`src/rtl/multicycle_control_pkg.sv`:
```
// Shared types and encodings for the multicycle RISC-V sequencer:
// FSM states, opcodes, ALU codes and datapath mux encodings.
package multicycle_control_pkg;

   typedef enum logic [3:0] {
      S_FETCH,
      S_DECODE,
      S_MEMADR,
      S_MEMREAD,
      S_MEMWB,
      S_MEMWRITE,
      S_EXECUTER,
      S_EXECUTEI,
      S_ALUWB,
      S_BEQ,
      S_JAL
   } state_e;

   typedef enum logic [1:0] {
      ALUOP_ADD   = 2'b00,
      ALUOP_SUB   = 2'b01,
      ALUOP_FUNCT = 2'b10
   } alu_op_e;

   localparam logic [6:0] OP_LW    = 7'b0000011;
   localparam logic [6:0] OP_SW    = 7'b0100011;
   localparam logic [6:0] OP_RTYPE = 7'b0110011;
   localparam logic [6:0] OP_ITYPE = 7'b0010011;
   localparam logic [6:0] OP_BEQ   = 7'b1100011;
   localparam logic [6:0] OP_JAL   = 7'b1101111;

   localparam logic [2:0] ALU_ADD = 3'b000;
   localparam logic [2:0] ALU_SUB = 3'b001;
   localparam logic [2:0] ALU_AND = 3'b010;
   localparam logic [2:0] ALU_OR  = 3'b011;
   localparam logic [2:0] ALU_SLT = 3'b101;
   localparam logic [2:0] ALU_BAD = 3'b111;

   localparam logic [1:0] SRCA_PC    = 2'b00;
   localparam logic [1:0] SRCA_OLDPC = 2'b01;
   localparam logic [1:0] SRCA_RS1   = 2'b10;

   localparam logic [1:0] SRCB_RS2  = 2'b00;
   localparam logic [1:0] SRCB_IMM  = 2'b01;
   localparam logic [1:0] SRCB_FOUR = 2'b10;

   localparam logic [1:0] RES_ALUOUT    = 2'b00;
   localparam logic [1:0] RES_MEMDATA   = 2'b01;
   localparam logic [1:0] RES_ALURESULT = 2'b10;

   // Immediate format depends only on the opcode, independent of the FSM state.
   function automatic logic [1:0] imm_src_of(input logic [6:0] op);
      case (op)
         OP_SW:   return 2'b01;
         OP_BEQ:  return 2'b10;
         OP_JAL:  return 2'b11;
         default: return 2'b00;
      endcase
   endfunction

endpackage

```
`src/rtl/multicycle_control_if.sv`:
```
// Controller <-> datapath bundle: instruction fields and status in,
// mux selects and write enables out.
interface multicycle_control_if;
   logic [6:0] op;
   logic [2:0] funct3;
   logic       funct7;
   logic       Zero;
   logic       mem_ready;

   logic       PCWrite;
   logic       AdrSrc;
   logic       MemWrite;
   logic       IRWrite;
   logic [1:0] ResultSrc;
   logic [1:0] ALUSrcA;
   logic [1:0] ALUSrcB;
   logic [2:0] ALUControl;
   logic [1:0] ImmSrc;
   logic       RegWrite;
   logic       retire;
   logic       illegal;

   modport master (
      input  op, funct3, funct7, Zero, mem_ready,
      output PCWrite, AdrSrc, MemWrite, IRWrite, ResultSrc, ALUSrcA, ALUSrcB,
             ALUControl, ImmSrc, RegWrite, retire, illegal
   );

   modport slave (
      output op, funct3, funct7, Zero, mem_ready,
      input  PCWrite, AdrSrc, MemWrite, IRWrite, ResultSrc, ALUSrcA, ALUSrcB,
             ALUControl, ImmSrc, RegWrite, retire, illegal
   );
endinterface

```
`src/rtl/multicycle_control_alu_decoder.sv`:
```
// Combinational ALU decoder: maps the FSM's ALUOp plus instruction
// fields onto the shared ALU's operation code.
module multicycle_control_alu_decoder
   import multicycle_control_pkg::*;
(
   input  alu_op_e    alu_op,
   input  logic [2:0] funct3,
   input  logic       funct7,
   input  logic       op5,
   output logic [2:0] alu_control
);

   always_comb begin
      // NOTE: a default ahead of the case keeps every path assigned, so no latch is inferred.
      alu_control = ALU_BAD;
      case (alu_op)
         ALUOP_ADD: alu_control = ALU_ADD;
         ALUOP_SUB: alu_control = ALU_SUB;
         ALUOP_FUNCT: begin
            case (funct3)
               // op5 separates R-type from I-type so addi never subtracts
               3'b000:  alu_control = (op5 & funct7) ? ALU_SUB : ALU_ADD;
               3'b010:  alu_control = ALU_SLT;
               3'b110:  alu_control = ALU_OR;
               3'b111:  alu_control = ALU_AND;
               default: alu_control = ALU_BAD;
            endcase
         end
         default: alu_control = ALU_BAD;
      endcase
   end

endmodule

```
`src/rtl/multicycle_control.sv`:
```
// Moore sequencer walking each instruction through fetch/decode/execute/
// memory/writeback, stalling on mem_ready in the memory-access states.
module multicycle_control
   import multicycle_control_pkg::*;
(
   input logic                 clk,
   input logic                 rst_n,
   multicycle_control_if.master bus
);

   state_e     state_q, state_d;
   alu_op_e    alu_op;
   logic       pc_update, branch, adr_src, mem_write, ir_write, reg_write;
   logic       retire, illegal;
   logic [1:0] result_src, alu_src_a, alu_src_b;

   always_ff @(posedge clk or negedge rst_n) begin
      // NOTE: sequential state uses non-blocking assignments so all flops update together.
      if (!rst_n) state_q <= S_FETCH;
      else        state_q <= state_d;
   end

   always_comb begin
      state_d    = state_q;
      pc_update  = 1'b0;
      branch     = 1'b0;
      adr_src    = 1'b0;
      mem_write  = 1'b0;
      ir_write   = 1'b0;
      reg_write  = 1'b0;
      retire     = 1'b0;
      illegal    = 1'b0;
      result_src = RES_ALUOUT;
      alu_src_a  = SRCA_PC;
      alu_src_b  = SRCB_RS2;
      alu_op     = ALUOP_ADD;
      case (state_q)
         S_FETCH: begin
            result_src = RES_ALURESULT;
            alu_src_b  = SRCB_FOUR;
            ir_write   = bus.mem_ready;
            pc_update  = bus.mem_ready;
            if (bus.mem_ready) state_d = S_DECODE;
         end
         S_DECODE: begin
            alu_src_a = SRCA_OLDPC;
            alu_src_b = SRCB_IMM;
            case (bus.op)
               OP_LW, OP_SW: state_d = S_MEMADR;
               OP_RTYPE:     state_d = S_EXECUTER;
               OP_ITYPE:     state_d = S_EXECUTEI;
               OP_BEQ:       state_d = S_BEQ;
               OP_JAL:       state_d = S_JAL;
               default: begin
                  state_d = S_FETCH;
                  illegal = 1'b1;
                  retire  = 1'b1;
               end
            endcase
         end
         S_MEMADR: begin
            alu_src_a = SRCA_RS1;
            alu_src_b = SRCB_IMM;
            state_d   = bus.op[5] ? S_MEMWRITE : S_MEMREAD;
         end
         S_MEMREAD: begin
            adr_src = 1'b1;
            if (bus.mem_ready) state_d = S_MEMWB;
         end
         S_MEMWB: begin
            result_src = RES_MEMDATA;
            reg_write  = 1'b1;
            retire     = 1'b1;
            state_d    = S_FETCH;
         end
         S_MEMWRITE: begin
            adr_src   = 1'b1;
            mem_write = 1'b1;
            if (bus.mem_ready) begin
               retire  = 1'b1;
               state_d = S_FETCH;
            end
         end
         S_EXECUTER, S_EXECUTEI: begin
            alu_src_a = SRCA_RS1;
            alu_src_b = (state_q == S_EXECUTEI) ? SRCB_IMM : SRCB_RS2;
            alu_op    = ALUOP_FUNCT;
            state_d   = S_ALUWB;
         end
         S_ALUWB: begin
            reg_write = 1'b1;
            retire    = 1'b1;
            state_d   = S_FETCH;
         end
         S_BEQ: begin
            alu_src_a = SRCA_RS1;
            alu_op    = ALUOP_SUB;
            branch    = 1'b1;
            retire    = 1'b1;
            state_d   = S_FETCH;
         end
         S_JAL: begin
            alu_src_a = SRCA_OLDPC;
            alu_src_b = SRCB_FOUR;
            pc_update = 1'b1;
            state_d   = S_ALUWB;
         end
         default: state_d = S_FETCH;
      endcase
   end

   multicycle_control_alu_decoder u_alu_decoder (
      .alu_op      (alu_op),
      .funct3      (bus.funct3),
      .funct7      (bus.funct7),
      .op5         (bus.op[5]),
      .alu_control (bus.ALUControl)
   );

   // Enables are gated by rst_n so nothing writes while reset is held,
   // even in FETCH where IRWrite/PCWrite follow mem_ready.
   assign bus.PCWrite   = rst_n & (pc_update | (branch & bus.Zero));
   assign bus.IRWrite   = rst_n & ir_write;
   assign bus.MemWrite  = rst_n & mem_write;
   assign bus.RegWrite  = rst_n & reg_write;
   assign bus.retire    = rst_n & retire;
   assign bus.illegal   = rst_n & illegal;
   assign bus.AdrSrc    = adr_src;
   assign bus.ResultSrc = result_src;
   assign bus.ALUSrcA   = alu_src_a;
   assign bus.ALUSrcB   = alu_src_b;
   assign bus.ImmSrc    = imm_src_of(bus.op);

endmodule

```
`src/flat_wrapper.sv`:
```
// flat-port wrapper written by rule: the top's interface ports become plain ports
module multicycle_control_flat import multicycle_control_pkg::*;
  (clk, rst_n, bus_op, bus_funct3, bus_funct7, bus_Zero, bus_mem_ready, bus_PCWrite, bus_AdrSrc, bus_MemWrite, bus_IRWrite, bus_ResultSrc, bus_ALUSrcA, bus_ALUSrcB, bus_ALUControl, bus_ImmSrc, bus_RegWrite, bus_retire, bus_illegal);
  multicycle_control_if bus_i ();
  input logic clk;
  input logic rst_n;
  input wire logic [$bits(bus_i.op)-1:0] bus_op;
  input wire logic [$bits(bus_i.funct3)-1:0] bus_funct3;
  input wire logic [$bits(bus_i.funct7)-1:0] bus_funct7;
  input wire logic [$bits(bus_i.Zero)-1:0] bus_Zero;
  input wire logic [$bits(bus_i.mem_ready)-1:0] bus_mem_ready;
  output wire logic [$bits(bus_i.PCWrite)-1:0] bus_PCWrite;
  output wire logic [$bits(bus_i.AdrSrc)-1:0] bus_AdrSrc;
  output wire logic [$bits(bus_i.MemWrite)-1:0] bus_MemWrite;
  output wire logic [$bits(bus_i.IRWrite)-1:0] bus_IRWrite;
  output wire logic [$bits(bus_i.ResultSrc)-1:0] bus_ResultSrc;
  output wire logic [$bits(bus_i.ALUSrcA)-1:0] bus_ALUSrcA;
  output wire logic [$bits(bus_i.ALUSrcB)-1:0] bus_ALUSrcB;
  output wire logic [$bits(bus_i.ALUControl)-1:0] bus_ALUControl;
  output wire logic [$bits(bus_i.ImmSrc)-1:0] bus_ImmSrc;
  output wire logic [$bits(bus_i.RegWrite)-1:0] bus_RegWrite;
  output wire logic [$bits(bus_i.retire)-1:0] bus_retire;
  output wire logic [$bits(bus_i.illegal)-1:0] bus_illegal;
  assign bus_i.op = bus_op;
  assign bus_i.funct3 = bus_funct3;
  assign bus_i.funct7 = bus_funct7;
  assign bus_i.Zero = bus_Zero;
  assign bus_i.mem_ready = bus_mem_ready;
  assign bus_PCWrite = bus_i.PCWrite;
  assign bus_AdrSrc = bus_i.AdrSrc;
  assign bus_MemWrite = bus_i.MemWrite;
  assign bus_IRWrite = bus_i.IRWrite;
  assign bus_ResultSrc = bus_i.ResultSrc;
  assign bus_ALUSrcA = bus_i.ALUSrcA;
  assign bus_ALUSrcB = bus_i.ALUSrcB;
  assign bus_ALUControl = bus_i.ALUControl;
  assign bus_ImmSrc = bus_i.ImmSrc;
  assign bus_RegWrite = bus_i.RegWrite;
  assign bus_retire = bus_i.retire;
  assign bus_illegal = bus_i.illegal;
  multicycle_control u_core (.clk(clk), .rst_n(rst_n), .bus(bus_i));
endmodule
```
`config.mk`:
```
export PLATFORM = sky130hd
export DESIGN_NAME = multicycle_control_flat
export DESIGN_NICKNAME = d
export VERILOG_FILES = /design/src/rtl/multicycle_control_pkg.sv /design/src/rtl/multicycle_control_if.sv /design/src/rtl/multicycle_control_alu_decoder.sv /design/src/rtl/multicycle_control.sv /design/src/flat_wrapper.sv
export SDC_FILE = /design/constraint.sdc
export NUM_CORES = 1
export LEC_CHECK = 0
export CORE_MARGIN = 2
export CORE_UTILIZATION = 38
export DETAILED_ROUTE_END_ITERATION = 16
export GPL_TIMING_DRIVEN = 0
export PLACE_DENSITY_LB_ADDON = 0.3
export SLEW_MARGIN = 10
export SYNTH_ARGS = -nofsm -noshare
export SYNTH_HDL_FRONTEND = slang
export SYNTH_SLANG_ARGS = --single-unit
export TNS_END_PERCENT = 30
```
`constraint.sdc`:
```
create_clock -name clk -period 2.12 [get_ports clk]
set_clock_uncertainty 0.15 [all_clocks]
set_input_delay 0.424 -clock clk [delete_from_list [all_inputs] [get_ports clk]]
set_output_delay 0.424 -clock clk [all_outputs]
set_load 0.03 [all_outputs]
```
==> summary.md <==
| Metric | Value |
|---|---|
| Inserted Diodes | `0` |
| Fin. max-slew vios | `0` |
| Critical Path End Type | `primary output` |
| H-tree depth | `1` |
| Nets | `155` |
| Synthesis-stage register bit count | `4` |
| Die footprint | `0.00211 sq mm` |
| Detailed Place HPWL | `1.49 mm` |
| Clock Latency Late Sink | `0.23 ns` |
| CTS tree | `done` |
| Vias/cell | `5.64` |
| Mean Syn Cell Area | `7.12 sq um` |
| Total CTS buffers | `3` |
| Reg with most FFs | `u_core.state_q` |
| Root Buffer | `clkbuf_4` |
| Fmax | `0.476 GHz` |
| CP arrival | `1.53 ns` |
| Worst hold path class | `input pin to async pin` |
| Initial antenna violation count | `0` |
| Filler Cell Count | `150` |
| DRC violations left | `0` |
| Headroom to the max-slew limit | `75.0%` |
| Total power | `0.882 mW` |
| Worst path most repeated cell | `buf_6` |
| Reg area | `101 sq um` |
| Sequential fraction of the synthesis area | `15.0%` |
| Die Ht | `46.0 microns` |
| Setup violations, final | `0` |
| Leak | `0.531 nW` |
| Vias in the first global route | `747` |
| Final hold violation count | `0` |
| Critical Path Start Type | `register` |
| Initial Util | `39.6%` |
| DR top layer | `met4` |
| Detail Route Antenna Nets | `0` |
| Synth warn | `0` |
| Largest register FFs | `4` |
| Largest stage delay, worst path | `0.38 ns` |
| Total number of vias | `874` |
| Share of cells above drive strength 1 | `39.9%` |
| Routed met2 length | `1.16 mm` |
| Largest net degree at the start of global routing | `11` |
| Multi-input logic area | `566 sq um` |
| Reg clk slew, reported paths | `0.04 ns` |
| Metal3 WL | `76 microns` |
| Clock Tree Buf Depth | `2` |
| GP Congestion | `0.784` |
| Syn Std Cell Area | `669 sq um` |
| Placement Rows | `15` |
| Gr usage total | `20.4%` |
| Gr ovfl total | `0` |
| First-pass GRT wire length | `3.18 mm` |
| Die width | `46.0 microns` |
| Core region area | `0.00169 sq mm` |
| Cells after Synth | `94` |
| Clk sink count | `4` |
| Final min period | `2.10 ns` |
| RSZ-0062 raised after global routing | `yes` |
| Drt pass-1 iters | `4` |
| Layout area overhead | `69.3%` |
| First DRT Iteration DRCs | `17` |
| CP cell instances | `buf_6, buf_6, nand3b_1, buf_4, a21oi_2, buf_6` |
| Post-CTS Hold Buffers | `0` |
| Drt wl/cell | `14.4 microns` |
| Outcome | `complete, no violations` |
| Post-layout util | `67.1%` |
| VDD IR-drop max | `0.588 mV` |
| Port Buffers | `32` |
| Tcrit/Tclk final | `99.1%` |
| Final wirelength | `2.24 mm` |
| Synth unique cells | `36` |
| Setup TNS | `0 ns` |
| Pwr per Cell Area | `778 mW/mm^2` |
| Crit path kind | `register to primary output` |
| Crit path max fanout | `10` |
| Boundary pin count | `33` |
| Worst EP required | `1.55 ns` |
| Regs by FF count | `u_core.state_q: 4 flops` |
| CP max-delay cell | `dfrtp_1` |
| WL met1 | `985 microns` |
| Most common cell after layout, fill and taps aside | `buf_4` |
| Mapped Nets | `109` |
| Slew at the pin with the worst max-slew slack | `0.375 ns` |
| Max cap viols | `0` |
| Commonest non-fill, non-tap cells in the layout | `buf_4 (20), nor2_1 (8), o21ai_0 (8), nand2_1 (7), buf_6 (6)` |
worst paths after layout:
check / slack, ns / start / cells past startpoint / end
min in group clk: 0.58 / bus_op[3] / 4 / u_core.state_q[1]
hold reg to reg: 0.61 / u_core.state_q[1] / 2 / u_core.state_q[3]
setup reg to reg: 0.54 / u_core.state_q[2] / 5 / u_core.state_q[2]
setup / recovery: 0.02 / u_core.state_q[0] / 6 / bus_ALUSrcA[0]
hold / removal: 0.06 / rst_n / 1 / u_core.state_q[3]
max in group asynchronous: 1.47 / rst_n / 1 / u_core.state_q[2]
cell usage after synthesis:
master,instances,area [sq um]
a211o_1,1,8.76
a211oi_1,2,15.0
a21oi_1,5,25.0
a22o_1,2,17.5
a32o_1,1,10.0
a41o_1,1,10.0
and2_1,2,12.5
and3_1,3,18.8
buf_2,6,30.0
buf_4,1,7.51
buf_6,1,11.3
dfrtp_1,4,100
inv_1,2,7.51
mux2i_1,1,10.0
nand2_1,7,26.3
nand2b_1,5,31.3
nand2b_4,1,13.8
nand3_1,2,10.0
nand3b_1,4,30.0
nand4_1,1,6.26
nor2_1,9,33.8
nor2b_1,3,18.8
nor3_1,5,25.0
nor3b_1,1,7.51
nor3b_2,1,12.5
nor4_1,2,12.5
nor4b_4,1,23.8
o21ai_0,10,50.1
o22ai_1,1,6.26
o2bb2ai_1,1,8.76
o31a_1,1,8.76
o32a_1,1,10.0
or2_0,1,6.26
or3b_2,1,8.76
xnor2_1,2,17.5
xor2_1,2,17.5
metal layers:
metal / vias up / global-route usage, %
li1: 435 / -
met1: 420 / 25.9
met2: 17 / 35.3
met3: 2 / 2.38
met4: 0 / 6.86
met5: - / 0
per-stage QoR:
| step | std cells | hold WS, ns | area, sq um | setup WS [ns] |
|---|---|---|---|---|
| 5_1_grt | 155 | 0.0632 | 1130 | -0.0485 |
| 4_1_cts | 150 | 0.0512 | 1040 | -0.0977 |
| 3_5_place_dp | 143 | 0.566 | 1020 | -0.749 |
| 6_report | 155 | 0.0610 | 1130 | 0.0185 |
| 2_1_floorplan | 94 | -0.0216 | 676 | -0.163 |
| 3_3_place_gp | 143 | 0.563 | 1020 | -0.736 |
layout make-up:
class | count | share of cell area (%)
tap | 17 | 1.88
multi-input combinational | 80 | 49.9
clock buffer | 3 | 1.99
buffer | 7 | 5.96
timing repair buffer | 42 | 30.7
inverter | 2 | 0.662
sequential | 4 | 8.94
cells by family after synthesis:
group / count (synthesis) / synth area share, %
multiplexers: 1 / 1.50
AO/OA/AOI/OAI: 26 / 25.4
XOR/XNOR: 4 / 5.23
AND/OR/NAND/NOR: 49 / 44.5
buffers and inverters: 10 / 8.41
flip-flops: 4 / 15.0
worst max-delay path, delay by kind of cell (launching register included):
| kind | cells | cell delay [ns] |
|---|---|---|
| flip-flops | 1 | 0.38 |
| buffers and inverters | 4 | 0.58 |
| AO/OA/AOI/OAI | 1 | 0.14 |
| AND/OR/NAND/NOR | 1 | 0.18 |
repair_timing:
action / 4_1_cts / 5_1_grt
setup buffers: 4 / 6
setup endpoints to repair: 18 / 17
gates resized for setup: 104 / 43
endpoints found under the hold margin: 0 / 0
pin swaps: 6 / 9
power breakdown:
part	leakage, nW	total, mW	internal (mW)	switching, mW
Sequential	0.0522	0.102	0.0896	0.0126
Combinational	0.465	0.688	0.326	0.361
Clock	0.0138	0.0917	0.0631	0.0286
(Power assumes the default switching activity.)
